**src/rtl/threshold_pkg.sv**
```systemverilog
// Shared types, channel codes and step helpers for the colour-threshold
// configuration controller.
package threshold_pkg;

  typedef enum logic [1:0] {
    MODE_SEL   = 2'd0,
    MODE_LOWER = 2'd1,
    MODE_UPPER = 2'd2
  } mode_t;

  localparam logic [2:0] SEL_GREEN = 3'd0;
  localparam logic [2:0] SEL_RED   = 3'd1;
  localparam logic [2:0] SEL_BLUE  = 3'd2;
  localparam logic [2:0] SEL_Y     = 3'd4;
  localparam logic [2:0] SEL_CR    = 3'd5;
  localparam logic [2:0] SEL_CB    = 3'd6;

  localparam logic [3:0] LOWER_RST = 4'd0;
  localparam logic [3:0] UPPER_RST = 4'd15;

  // Legal channel order is 0,1,2,4,5,6; codes 3 and 7 fall back to green.
  function automatic logic [2:0] sel_next(input logic [2:0] s);
    case (s)
      SEL_GREEN: sel_next = SEL_RED;
      SEL_RED:   sel_next = SEL_BLUE;
      SEL_BLUE:  sel_next = SEL_Y;
      SEL_Y:     sel_next = SEL_CR;
      SEL_CR:    sel_next = SEL_CB;
      default:   sel_next = SEL_GREEN;
    endcase
  endfunction

  function automatic logic [2:0] sel_prev(input logic [2:0] s);
    case (s)
      SEL_GREEN: sel_prev = SEL_CB;
      SEL_RED:   sel_prev = SEL_GREEN;
      SEL_BLUE:  sel_prev = SEL_RED;
      SEL_Y:     sel_prev = SEL_BLUE;
      SEL_CR:    sel_prev = SEL_Y;
      SEL_CB:    sel_prev = SEL_CR;
      default:   sel_prev = SEL_GREEN;
    endcase
  endfunction

  // 4-bit bound step, clamped at 0 and 15; up and down together cancel.
  function automatic logic [3:0] bound_step(input logic [3:0] b, input logic up,
                                            input logic dn);
    bound_step = b;
    if (up && !dn && b != 4'hf) bound_step = b + 4'd1;
    else if (dn && !up && b != 4'h0) bound_step = b - 4'd1;
  endfunction

endpackage

```
**src/rtl/threshold_ctrl_edge_rise.sv**
```systemverilog
// Single-bit rising-edge detector; prev reset value is a parameter so a
// level held high through reset does not produce an edge on release.
module edge_rise #(
  parameter logic RST_VAL = 1'b1
) (
  input  logic clk,
  input  logic rst_n,
  input  logic level,
  output logic rise
);

  logic prev;

  always_ff @(posedge clk or negedge rst_n) begin
    if (!rst_n) prev <= RST_VAL;
    else        prev <= level;
  end

  assign rise = level & ~prev;

endmodule

```
**src/rtl/threshold_ctrl.sv**
```systemverilog
// Button-driven editor for the threshold channel/bounds with frame-aligned
// commit, plus a per-frame masked-pixel coverage counter.
module threshold_ctrl
  import threshold_pkg::*;
#(
  parameter int COUNT_W = 17
) (
  input  logic               clk_in,
  input  logic               rst_n_in,
  input  logic               btn_mode_in,
  input  logic               btn_up_in,
  input  logic               btn_down_in,
  input  logic               frame_start_in,
  input  logic               pixel_valid_in,
  input  logic               mask_in,
  output logic [2:0]         sel_out,
  output logic [3:0]         lower_bound_out,
  output logic [3:0]         upper_bound_out,
  output logic [1:0]         mode_out,
  output logic               pending_out,
  output logic [COUNT_W-1:0] mask_count_out,
  output logic               count_valid_out
);

  logic mode_rise, up_rise, dn_rise;

  edge_rise #(.RST_VAL(1'b1)) u_mode_edge (
    .clk(clk_in), .rst_n(rst_n_in), .level(btn_mode_in), .rise(mode_rise));
  edge_rise #(.RST_VAL(1'b1)) u_up_edge (
    .clk(clk_in), .rst_n(rst_n_in), .level(btn_up_in), .rise(up_rise));
  edge_rise #(.RST_VAL(1'b1)) u_dn_edge (
    .clk(clk_in), .rst_n(rst_n_in), .level(btn_down_in), .rise(dn_rise));

  mode_t      mode_q;
  logic [2:0] sh_sel;
  logic [3:0] sh_lower, sh_upper;

  assign mode_out = mode_q;

  // Edits act on the field selected by the mode held before this edge.
  always_ff @(posedge clk_in or negedge rst_n_in) begin
    if (!rst_n_in) begin
      mode_q   <= MODE_SEL;
      sh_sel   <= SEL_GREEN;
      sh_lower <= LOWER_RST;
      sh_upper <= UPPER_RST;
    end else begin
      case (mode_q)
        MODE_SEL: begin
          if (mode_rise) mode_q <= MODE_LOWER;
          if (up_rise && !dn_rise)      sh_sel <= sel_next(sh_sel);
          else if (dn_rise && !up_rise) sh_sel <= sel_prev(sh_sel);
        end
        MODE_LOWER: begin
          if (mode_rise) mode_q <= MODE_UPPER;
          sh_lower <= bound_step(sh_lower, up_rise, dn_rise);
        end
        MODE_UPPER: begin
          if (mode_rise) mode_q <= MODE_SEL;
          sh_upper <= bound_step(sh_upper, up_rise, dn_rise);
        end
        default: mode_q <= MODE_SEL;
      endcase
    end
  end

  // Active set only moves on frame boundaries so a mask never tears.
  always_ff @(posedge clk_in or negedge rst_n_in) begin
    if (!rst_n_in) begin
      sel_out         <= SEL_GREEN;
      lower_bound_out <= LOWER_RST;
      upper_bound_out <= UPPER_RST;
      pending_out     <= 1'b0;
    end else begin
      if (frame_start_in) begin
        sel_out         <= sh_sel;
        lower_bound_out <= sh_lower;
        upper_bound_out <= sh_upper;
      end
      pending_out <= (sh_sel != sel_out) || (sh_lower != lower_bound_out) ||
                     (sh_upper != upper_bound_out);
    end
  end

  logic               hit;
  logic [COUNT_W-1:0] cnt;

  assign hit = pixel_valid_in & mask_in;

  // The pixel seen with frame_start belongs to the new frame.
  always_ff @(posedge clk_in or negedge rst_n_in) begin
    if (!rst_n_in) begin
      cnt             <= '0;
      mask_count_out  <= '0;
      count_valid_out <= 1'b0;
    end else if (frame_start_in) begin
      mask_count_out  <= cnt;
      cnt             <= {{(COUNT_W-1){1'b0}}, hit};
      count_valid_out <= 1'b1;
    end else begin
      count_valid_out <= 1'b0;
      if (hit && cnt != {COUNT_W{1'b1}}) cnt <= cnt + 1'b1;
    end
  end

endmodule

```
**config.mk**
```make
export PLATFORM = sky130hd
export DESIGN_NAME = threshold_ctrl
export DESIGN_NICKNAME = d
export VERILOG_FILES = /design/src/rtl/threshold_pkg.sv /design/src/rtl/threshold_ctrl_edge_rise.sv /design/src/rtl/threshold_ctrl.sv
export SDC_FILE = /design/constraint.sdc
export NUM_CORES = 1
export LEC_CHECK = 0
export ABC_AREA = 1
export BUFFER_PORTS_ARGS = -buffer_cell sky130_fd_sc_hd__buf_2
export CAP_MARGIN = 5
export CORE_MARGIN = 3
export CORE_UTILIZATION = 40
export CTS_BUF_LIST = sky130_fd_sc_hd__clkbuf_8
export DETAILED_ROUTE_END_ITERATION = 7
export HOLD_SLACK_MARGIN = 0.05
export PLACE_DENSITY_LB_ADDON = 0.05
export SYNTH_ARGS = -nofsm -noshare
export SYNTH_HDL_FRONTEND = slang
export SYNTH_HIERARCHICAL = 1
export SYNTH_SLANG_ARGS = --single-unit
```
**constraint.sdc**
```tcl
create_clock -name clk_in -period 5.2 [get_ports clk_in]
set_input_delay 0.26 -clock clk_in [delete_from_list [all_inputs] [get_ports clk_in]]
set_output_delay 0.26 -clock clk_in [all_outputs]
set_load 0.005 [all_outputs]
```
==> metrics list, run 1 <==
* Outcome: complete, no violations
- The critical path is of the in -> reg type.
- Of the cells placed in the final design, the portion with a size suffix greater than 1 is 0.182.
- Antenna-violating nets left: 0
- TritonCTS clock tree: built
- Final HPWL DP: 4610 µm
- Count of buffering cells on the critical path with inverters included: 4
- FF+latch count, synth: 63
- The share of total power dissipated in sequential elements is 0.438.
- Final RePlAce weighted congestion: about 0.76
* Slack of the worst reg-to-reg path: 3.10 ns
- Of the total power, the clock network draws 0.296.
* Met1 routed wirelength after detailed routing: ~3200 µm
- Floorplan row count: 31
- The floorplan step set the die height to 94.9 µm.
- In this run the number of cells on the critical path is 15.
* Max stage delay on crit path: 0.52 ns
- Cts bufs inserted: 9
- Input and output buffers added on the ports amount to 39.
* Depth of the worst register-to-register path: 13
* # diodes: 0
- Max Fanout on Critical Path: 9
- The worst hold path belongs to the class in -> async.
* DR top layer: met4
- Clock tree synthesis found a total of 63 sinks.
* Clk_skew: about 0.0099 ns
- Number of global-route vias before repair: 2,593
- After synthesis, the cell types taking the most area are sky130_fd_sc_hd__dfrtp_1 (41%), sky130_fd_sc_hd__nand2_1 (15%), sky130_fd_sc_hd__dfstp_2 (9.1%).
- For this run, the detailed router's first-pass iteration total came to 4.
- Post-synth top area share: 0.412
* Starting density of the core: 0.424
- Gates resized during post-CTS repair numbered 0.
- Cell type of the slowest stage on the worst timing path: sky130_fd_sc_hd__dlygate4sd3_1
- Slew HR: 0.467
- The tool flagged a number of max-cap violations equal to 0.
* Shortest period the worst path allows: between 2 and 2.5 ns
- Using the TritonRoute via totals, the vias-per-cell ratio works out to 4.69.
* Power Density: 431 nW/µm²
- Gate family responsible for the most delay along the worst path: adder cells
- Post-synth cell types: 29
- Leakage power: around 1.9 nW
- Summed over all nets, the switching power comes to ~540 µW.
* Ranking of synthesized cells by instance count: sky130_fd_sc_hd__nand2_1 (125), sky130_fd_sc_hd__inv_1 (56), sky130_fd_sc_hd__dfrtp_1 (52)
* Highest Clock Rate: about 450 MHz
* Most frequently used cell type in the post-synthesis netlist: sky130_fd_sc_hd__nand2_1
* Post-synthesis to final-layout area growth: 16.9%
- The worst setup path is captured at a flop.
- # nets final: roughly 460
- The initial antenna violation count came to 0.
* Number of nets produced by synthesis: 413
* Layout Cells excl Fill: ~550
- Drt total wl: about 6600 µm
- Post-route clock period utilization: 0.428
- Internal power comes to between 1 and 1.5 mW.
* Post-synthesis async set-or-reset flop share: 1.00
* Overall overflow remaining after global route: 0
* Unrepaired setup endpoints after global routing: false
- Share of the yosys chip area belonging to registers: 0.503
- At the worst endpoint, the required time is around 5.4 ns.
* Count of yosys warnings during synthesis: 6
- The first global-routing pass estimated about 12,000 µm of wire.
- Setup violations remaining at the end of the flow were counted as 0.
- At the worst endpoint, the arrival time is roughly 2.5 ns.
- Of the total power, the share spent switching nets is 0.340.
* Dominant synthesized flop cell: sky130_fd_sc_hd__dfrtp_1
* CTS H-tree depth: 3
- Combinational fraction of design power: 0.267
- The first routing iteration left roughly 120 violations.
- Syn_area_per_cell: 8.00 µm²
- Clock-pin slew was measured on the worst setup and hold paths at 0.07 ns.
- Die area: 9000 µm²
* Placed instance count: 526
* Met2 wire len: ~3100 µm
* Standard cell core area: 7450 µm²
* Start of the worst register-to-register path: u_dn_edge/prev
* Post-synthesis instance area: around 3200 µm²
- Type of origin of the critical path: primary input
* Number of max-slew violations in the final report: 0
- At the pin with the least slew margin, the transition time is about 0.8 ns.
- Summed over all failing endpoints, the final setup total negative slack is 0 ns.
- Across the VDD grid, the largest voltage drop is ~0.00017 V.
- Crit path launch: btn_up_in
* Number of buffers on the longest clock path: 2
- Largest net degree at the start of global routing: 64
* Met3 wirelength from detailed routing: 204 µm
- Hold violation count in the final report: 0
- DIE WIDTH: between 90 and 100 µm
- The signal on the critical path passes through dlygate4sd3_1 > buf_2 > inv_1 > nor2_2 > ha_1 > o21ai_2 > ha_1 > nand2_1 > nand2_1 > nor2_1 > inv_1 > nand2_1 > nand2_1 > nand2_1 > nand2_1.
* Number of enable-type register cells in the synthesized netlist: 0
* Detailed-route DRC error count: 0
* IO Count: 40
* Area leader, netlist: sky130_fd_sc_hd__dfrtp_1
- Via Count: roughly 2,600
* Clk_lat worst skew: about 0.34 ns
- Filler cell count in the final layout: about 750
- Across every metal layer, demand over resource in global routing totals 0.166.
* CP most frequent cell: sky130_fd_sc_hd__nand2_1
* Synthesized instance count: 395
- Clock tree synthesis selected as its root buffer the cell sky130_fd_sc_hd__clkbuf_8.
- Dividing the detail-routed wire length by the instance count gives roughly 12 µm.
area by class of cell:
class	count	area, µm²	share of cell area
flip-flops and latches	63	1590	0.430
clock buffers	10	138	0.0372
repair buffers	43	233	0.0630
well taps	99	124	0.0335
inverters	57	214	0.0579
clock inverters	6	77.6	0.0210
multi-input cells	267	1320	0.357
final timing paths:
check	end
min reg2reg	mask_count_out[14]
max	sh_lower[3]
min	count_valid_out
max reg2reg	sh_lower[3]
max in group asynchronous	cnt[3]
min in group clk_in	count_valid_out
what timing repair did:
item | 4_1_cts | 5_1_grt
buffers inserted | 0 | 0
hold buffers | 3 | 0
endpoints found under the hold margin | 3 | 0
layout by cell type, fill, tap and decap left out, types with 3 or more instances in the layout:
| cell type | Yosys | final |
|---|---|---|
| sky130_fd_sc_hd__a21oi_1 | 9 | 9 |
| sky130_fd_sc_hd__nor3_1 | 5 | 5 |
| sky130_fd_sc_hd__nand4_1 | 4 | 4 |
| sky130_fd_sc_hd__clkbuf_8 | 0 | 10 |
| sky130_fd_sc_hd__nor2_2 | 5 | 5 |
| sky130_fd_sc_hd__dfstp_2 | 11 | 11 |
| sky130_fd_sc_hd__nand2_2 | 4 | 4 |
| sky130_fd_sc_hd__nor2_1 | 30 | 30 |
| sky130_fd_sc_hd__o21ai_0 | 36 | 36 |
| sky130_fd_sc_hd__buf_2 | 2 | 39 |
| sky130_fd_sc_hd__o21ai_1 | 3 | 3 |
| sky130_fd_sc_hd__dlygate4sd3_1 | 0 | 3 |
| sky130_fd_sc_hd__dfrtp_1 | 52 | 52 |
| sky130_fd_sc_hd__ha_1 | 8 | 8 |
| sky130_fd_sc_hd__nand3_1 | 17 | 17 |
| sky130_fd_sc_hd__inv_1 | 56 | 58 |
| sky130_fd_sc_hd__nand2_1 | 125 | 125 |
| sky130_fd_sc_hd__xor2_1 | 6 | 6 |
cell families (layout without fill, tap and decap cells):
logic type / Yosys count / in the layout / synth area share
AND/OR/NAND/NOR: 195 / 195 / 0.260
adder cells (fa/ha/maj): 10 / 10 / 0.0443
AO/OA/AOI/OAI: 54 / 54 / 0.0907
flip-flops: 63 / 63 / 0.503
XOR/XNOR: 8 / 8 / 0.0222
buffers and inverters: 65 / 116 / 0.0792
registers in the layout, summed over array words and instances, names as in the netlist:
register and count:
cnt 17, mask_count_out 17, lower_bound_out 4, sh_lower 4
sh_upper 4, upper_bound_out 4, sel_out 3, sh_sel 3
mode_out 2, count_valid_out 1, pending_out 1, u_dn_edge/prev 1
u_mode_edge/prev 1, u_up_edge/prev 1
stage by stage:
step / setup WS (ns) / area [µm²] / hold slack, ns / util / power (mW)
floorplan: 3.35 / 3160 / -0.0356 / - / 0.991
global placement: 3.20 / 3450 / 0.376 / 0.463 / 1.13
detailed placement: 3.11 / 3450 / 0.376 / 0.463 / 1.14
CTS: 2.99 / 3700 / 0.127 / 0.496 / 1.61
global route: 2.75 / 3700 / 0.160 / 0.496 / 1.73
finish: 2.97 / 3700 / 0.0915 / 0.496 / 1.59
routing by layer:
metal  global-route usage  up-vias
met1                0.212     1171
met3               0.0303       13
met2                0.274       46
met5                    0        -
li1                     -     1324
met4               0.0721        0
power groups by stage:
stage	clock [mW]	combinational (mW)	sequential, mW
2_1_floorplan	0	0.302	0.690
3_3_place_gp	0	0.420	0.706
3_5_place_dp	0	0.426	0.709
4_1_cts	0.482	0.432	0.700
5_1_grt	0.503	0.505	0.719
6_report	0.471	0.425	0.697
No activity file was read; power rests on OpenSTA's default activity.
==> run 2: changes to the inputs <==
- ABC_AREA: 1 -> 0
- clock period: 5.2 -> 1.9 ns (I/O delays scaled with it)
==> run 2 against run 1 <==
The run now ends with setup timing left. Worst setup slack got worse by 3.2 ns. Global-route usage is 0.79 points lower. Sequential cell count is the same. Sequential power increased to 2.8 times the previous value. Clock power grew 120%. Register-to-register slack got worse by 3.3 ns. Synthesized cell count shrank 36%. Largest power group unchanged. Highest routed layer unchanged.
==> metrics list, run 2 <==
* Cell at the root of the clock tree: sky130_fd_sc_hd__clkbuf_8
* Area of combinational cells with multiple inputs: between 1500 and 2000 µm²
- In the post-route analysis, the smallest setup slack over all paths is -0.179 ns.
- The first global-routing pass estimated 10,700 µm of wire.
* Most frequent cells in the layout: sky130_fd_sc_hd__dfrtp_1 (52), sky130_fd_sc_hd__buf_4 (47), sky130_fd_sc_hd__buf_2 (39)
- Prior to clock tree synthesis, the placed netlist has a worst setup slack of -0.155 ns.
- Buffers inserted during clock tree synthesis total 9.
- The max-slew violation count was 0.
- CTS H-tree depth: 3
- STA classifies the critical path startpoint as a flop.
- The congestion estimate from routability-driven global placement came to approximately 0.75.
- Slew @ Worst Pin: approximately 0.35 ns
* Die height: just over 90 µm
- Placed instance count: approximately 430
* Share of the core filled with cells: 0.565
- The cell count after synthesis came out at 253.
- Layout Cells excl Fill: 452
- By area the synthesized netlist is led by sky130_fd_sc_hd__dfrtp_1 (43%), sky130_fd_sc_hd__mux2_2 (11%), sky130_fd_sc_hd__dfstp_2 (9.5%).
* Most common library cell in the layout ignoring fill and taps: sky130_fd_sc_hd__dfrtp_1
- Detailed-route DRC error count: 0
- On the worst path, the slowest cell contributes a delay of about 0.45 ns.
* Clock transition at path regs: about 0.070 ns
- Setup violations remaining at the end of the flow were counted as 8.
* Critical Path, Cell by Cell: and3_4 > nand3_4 > nor3_2 > ha_2 > nand3b_1 > or3_4 > or3_4 > a21oi_2
- The worst-case IR drop observed on VDD is roughly 0.0006 V.
- Fraction of layout instances using a drive strength above 1: 0.527
- Post-synthesis to final-layout area growth: 36.3%
- Along the worst hold path, the cell count comes to 2.
* Reg area: 1590 µm²
- TritonCTS built the clock tree.
* Count of port buffers added during placement: 39
* Largest net degree at the start of global routing: 64
- For this run, the register share of the synthesized area comes to 0.523.
- Leakage power: approximately 1.9 nW
- Starting density of the core: 0.415
- Violated checks: setup timing
- Antenna-violating nets left: 0
* Post-synthesis instance area: 3040 µm²
- Kind of critical path: reg -> reg
- The worst hold path belongs to the class in -> reg.
* Arrival @ worst endpoint: approximately 2.4 ns
- The via count of the first global-routing pass was roughly 2,200.
- Dominant synthesized flop cell: sky130_fd_sc_hd__dfrtp_1
- Clk_lat worst skew: roughly 0.34 ns
- Regs by FF count: cnt (17), mask_count_out (17)
- Highest Clock Rate: 481 MHz
* Number of nets produced by synthesis: approximately 270
- Setup repair after global routing could not meet its margin everywhere.
- Count of clock tree sinks: between 60 and 70
- Yosys printed 6 warnings.
* Post-synth cell types: 34
- The first routing iteration left 32 violations.
- # nets final: between 300 and 400
- Number of buffers on the longest clock path: 2
- Power Density: between 1000 and 1500 nW/µm²
* Standard cell core area: 7330 µm²
- Max-cap violations: 0
* Initial antenna violation count: 0
- DIE WIDTH: ~93 µm
* Drt total wl: around 6300 µm
* Average vias per placed instance: ~4.9
* Area leader, netlist: sky130_fd_sc_hd__dfrtp_1
* Ranking of synthesized cells by instance count: sky130_fd_sc_hd__dfrtp_1 (52), sky130_fd_sc_hd__mux2_2 (31), sky130_fd_sc_hd__xor2_1 (16)
- # diodes: 0
- Headroom to the max-slew limit came out at 0.770.
- On the final layout, the worst hold slack is 0.123 ns.
- Hold violation count in the final report: 0
- Averaged over all synthesized cells, the footprint is 12.0 µm².
* Die area: 8690 µm²
* Floorplan row count: 31
- Initial DRT Pass Iterations: 4
* Via Count: around 2,200
* Max Fanout on Critical Path: 5
* Cell type of the slowest stage on the worst timing path: sky130_fd_sc_hd__or3_4
- Of the post-synthesis cell area, the dominant cell type holds 0.428.
- In this run, synthesis produced a sequential element count of 63.
* Outcome: complete, but fails checks
* Overall overflow remaining after global route: 0
* Post-route clock period utilization: 1.09
- In this run, synthesis inferred 0 flip-flops with an integrated enable.
- The filler cells instantiated in the layout total roughly 640.
- Final HPWL DP: between 4000 and 5000 µm
* Depth of the worst register-to-register path: 8
- Dividing the detail-routed wire length by the instance count gives around 14 µm.
- Most frequently used cell type in the post-synthesis netlist: sky130_fd_sc_hd__dfrtp_1
- For this run, asynchronously set or reset flops after synthesis account for 1.00.
- CP most frequent cell: sky130_fd_sc_hd__or3_4
- Clk_skew: approximately 0.0072 ns
- Shortest period the worst path allows: ~2.1 ns
- Kind of end point of the critical path: flop
* Worst EP required: 2.17 ns
- For this run, the total global-route usage over all layers was measured as 0.158.
- Pin placement for this block handled 40 I/O pins.
[run 2: cell count changes after synthesis, moves of 11 or more]
cell                      change
sky130_fd_sc_hd__inv_1       -53
sky130_fd_sc_hd__mux2_2      +31
sky130_fd_sc_hd__nand2_1    -110
sky130_fd_sc_hd__nor2_1      -19
sky130_fd_sc_hd__o21ai_0     -27
sky130_fd_sc_hd__xnor2_1     +11
[run 2: path summary, 6_finish.rpt]
| check | slack (ns) | to | startpoint |
|---|---|---|---|
| min in group asynchronous | 0.29 | mask_count_out[13] | rst_n_in |
| min reg2reg | 0.50 | mask_count_out[10] | mask_count_out[10] |
| max | -0.18 | cnt[15] | cnt[13] |
| max in group asynchronous | 1.28 | sh_upper[3] | rst_n_in |
| min | 0.12 | count_valid_out | frame_start_in |
| max reg2reg | -0.18 | cnt[15] | cnt[13] |
[run 2: area by class of cell]
class	instances	area share
inverters	3	0.00272
clock buffers	10	0.0332
repair buffers	94	0.156
flip-flops and latches	63	0.384
clock inverters	6	0.00875
multi-input cells	177	0.385
well taps	99	0.0299
[run 2: logic make-up (layout without fill, tap and decap cells)]
logic type / count (synthesis) / after routing / share of synthesized area
simple gates: 74 / 74 / 0.142
flops: 63 / 63 / 0.523
compound gates: 33 / 33 / 0.0745
mux: 31 / 31 / 0.115
xor+xnor: 29 / 29 / 0.0835
buf+inv: 13 / 113 / 0.0160
fa+ha+maj: 10 / 10 / 0.0461
[run 2: power breakdown]
group	switching [mW]	internal [mW]	leakage, nW
logic	0.678	0.852	1.01
registers	0.268	1.67	0.803
clock network	0.538	0.501	0.0918
total	1.48	3.02	1.91
[run 2: stage by stage]
step / TNS, ns / power, mW / instance area (µm²)
global route: -2.30 / 4.84 / 4150
CTS: -0.783 / 4.53 / 4040
floorplan: -0.293 / 2.82 / 3130
detailed placement: -0.864 / 3.43 / 3760
global placement: -0.523 / 3.40 / 3760
finish: -0.776 / 4.50 / 4150
[run 2: layer usage]
| layer | track usage | vias up | share of wire |
|---|---|---|---|
| li1 | - | 1099 | - |
| met1 | 0.235 | 1062 | 0.53 |
| met2 | 0.220 | 36 | 0.42 |
| met3 | 0.0265 | 11 | 0.032 |
| met4 | 0.0806 | 0 | 0.022 |
| met5 | 0 | - | 0 |
[run 2: repair_timing]
action | in CTS | in global routing
hold buffers | 6 | 0
pin swaps | 3 | 12
endpoints found under the setup margin | 13 | 16
hold endpoints to repair | 56 | 0
buffers inserted | 1 | 3
resized for setup | 7 | 15
[run 2: worst max-delay path: cells and delay by family, from the launching register on]
kind / cells / cell delay [ns]
adders and majority gates: 1 / 0.16
and+or+nand+nor: 6 / 1.36
DFF: 1 / 0.38
AOI/OAI and AO/OA: 1 / 0.13
==> run 3: changes to the inputs <==
- CORE_UTILIZATION: 40 -> 50
- SLEW_MARGIN: not set -> 20
==> run 3 against run 2 <==
The flow still finishes with violations (setup timing). Register-to-register slack got worse by 0.04 ns. Clock skew fell by 0.0015 ns. Routed wire length increased by 0.57%. Sequential cell count unchanged. Sequential share of layout area is 0.24 points higher. Critical path depth unchanged. Critical path type unchanged. Largest power group unchanged.
==> metrics list, run 3 (same netlist as run 2, synthesis figures left out) <==
- After detailed routing, the number of vias per cell comes to about 5.3.
* # nets final: approximately 360
- Combinational fraction of design power: 0.345
- Antenna-violating nets left: 0
* Max-cap violations: 0
- Final HPWL DP: between 4000 and 5000 µm
* Clock transition at path regs: around 0.07 ns
- Slew @ Worst Pin: 0.344 ns
- Subtracting the final worst setup slack from the clock period gives approximately 2.1 ns.
* Slew HR: 0.770
* Detailed-route DRC error count: 0
* Clk_skew: 0.00566 ns
- Fraction of power consumed by the clock network: 0.214
- VDD sags by at most 0.000774 V.
* Worst EP required: roughly 2.2 ns
* CTS H-tree depth: 3
- Post-synthesis to final-layout area growth: 35.4%
- Mean routed wirelength per cell: 15.1 µm
- The floorplan step defined a die boundary enclosing 7060 µm².
- Cts bufs inserted: 9
- The total area inside the core boundary comes to 5710 µm².
* Post-route clock period utilization: 1.11
* Fraction of power consumed by sequential logic: 0.441
* Overall overflow remaining after global route: 0
* Drt total wl: 6380 µm
- Kind of critical path: reg -> reg
* DIE WIDTH: around 84 µm
- CP most frequent cell: sky130_fd_sc_hd__or3_4
- Hold is met by between 0.1 and 0.15 ns.
- Count of port buffers added during placement: 39
- Fraction of power spent switching nets: 0.335
- Overall power after layout: ~4.4 mW
- Most common library cell in the layout ignoring fill and taps: sky130_fd_sc_hd__dfrtp_1
- In this run the deepest clock path goes through 2 buffers.
- Summed over all nets, the switching power comes to around 1.5 mW.
* First DRT Iteration DRCs: 90
- Count of clock tree sinks: 63
* Internal Power: just under 3 mW
* Kind of end point of the critical path: flop
* Outcome: complete, but fails checks
- Setup TNS after final layout: -0.941 ns
* Cell at the root of the clock tree: sky130_fd_sc_hd__clkbuf_8
* Leakage power: between 1.5 and 2 nW
- The checks that failed: setup timing.
* Most frequent cells in the layout: sky130_fd_sc_hd__dfrtp_1 (52), sky130_fd_sc_hd__buf_4 (40), sky130_fd_sc_hd__buf_2 (39)
* Die height: approximately 84 µm
- 40 I/O pins were placed.
- Cell type of the slowest stage on the worst timing path: sky130_fd_sc_hd__or3_4
* TritonCTS clock tree: built
- Based on the critical path, the design can be clocked at up to 472 MHz.
* Hold violation count in the final report: 0
- The initial antenna violation count was 0.
- Final critical-path setup slack: -0.218 ns
- Number of global-route vias before repair: approximately 2,200
- Dividing total power by cell area gives a power density of 1080 nW/µm².
- The path class of the tightest hold or removal check is in -> reg.
- Type of origin of the critical path: flop
* Global-route wire length before repair: 10,900 µm
* Starting density of the core: 0.533
* Floorplan row count: 27
- The max-slew violation count was 0.
- Max Fanout on Critical Path: 5
* Number of setup violations in the final report: 7
- Critical Path, Cell by Cell: and4_4 > nand3_4 > nor3_2 > ha_2 > nand3b_1 > or3_4 > or3_4 > a21oi_4
* Regs by FF count: cnt (17), mask_count_out (17)
- Unrepaired setup endpoints after global routing: true
* # diodes: 0
- The first detailed-routing pass ran for 4 iterations.
- The clock reaches the later pin of the worst-skew pair after ~0.34 ns.
* Via Count: about 2,200
- Fraction of layout instances using a drive strength above 1: 0.519
- Entering global routing, the biggest net connects 64 pins.
* Final RePlAce weighted congestion: 0.792
* Arrival @ worst endpoint: roughly 2.4 ns
* Max stage delay on crit path: between 0.4 and 0.5 ns
* GR Util All Layers: 0.196
[run 3: final timing paths]
kind | from | end | slack (ns) | depth (start not counted)
max | cnt[8] | cnt[15] | -0.22 | 8
min | frame_start_in | count_valid_out | 0.13 | 2
max reg2reg | cnt[8] | cnt[15] | -0.22 | 8
min reg2reg | mask_count_out[10] | mask_count_out[10] | 0.50 | 1
max in group asynchronous | rst_n_in | u_up_edge/prev | 1.29 | 3
min in group asynchronous | rst_n_in | cnt[15] | 0.29 | 3
[run 3: cell type report]
class / instances / area [µm²]
Inverter: 3 / 11.3
Sequential cell: 63 / 1590
Multi-Input combinational cell: 177 / 1640
Fill cell: 423 / 1590
Timing Repair Buffer: 90 / 629
Clock buffer: 9 / 124
Tap cell: 72 / 90.1
Clock inverter: 7 / 32.5
[run 3: critical path: cells and delay by family, from the launching register on]
| family | cells | cell delay [ns] |
|---|---|---|
| compound gates | 1 | 0.14 |
| simple gates | 6 | 1.35 |
| flops | 1 | 0.38 |
| fa+ha+maj | 1 | 0.18 |
[run 3: per-stage QoR]
step / worst slack [ns] / std cells / util / cell area, µm²
finish: -0.218 / 421 / 0.721 / 4120
global route: -0.293 / 421 / 0.721 / 4120
CTS: -0.178 / 420 / 0.699 / 3990
detailed placement: -0.159 / 395 / 0.648 / 3700
global placement: -0.0914 / 395 / 0.648 / 3700
floorplan: -0.0699 / 253 / - / 3130
[run 3: layer usage]
layer,vias to the layer above,GRT usage,share of wire
met2,42,0.283,0.46
met5,-,0,0
li1,1096,-,-
met3,11,0.0513,0.037
met4,0,0.0775,0.017
met1,1091,0.282,0.49
[run 3: repair_timing]
item,CTS,global route
hold buffers,6,0
gates resized for setup,9,24
buffers inserted,3,4
endpoints found under the setup margin,10,18
hold endpoints to repair,63,0
pin swaps,6,19
[run 3: power groups by stage]
stage               clock network (mW)  registers (mW)  logic [mW]
finish                           0.947            1.96        1.53
global route                      1.05            2.02        1.68
CTS                              0.978            1.95        1.50
detailed placement                   0            1.97        1.45
global placement                     0            1.95        1.38
floorplan                            0            1.99       0.828
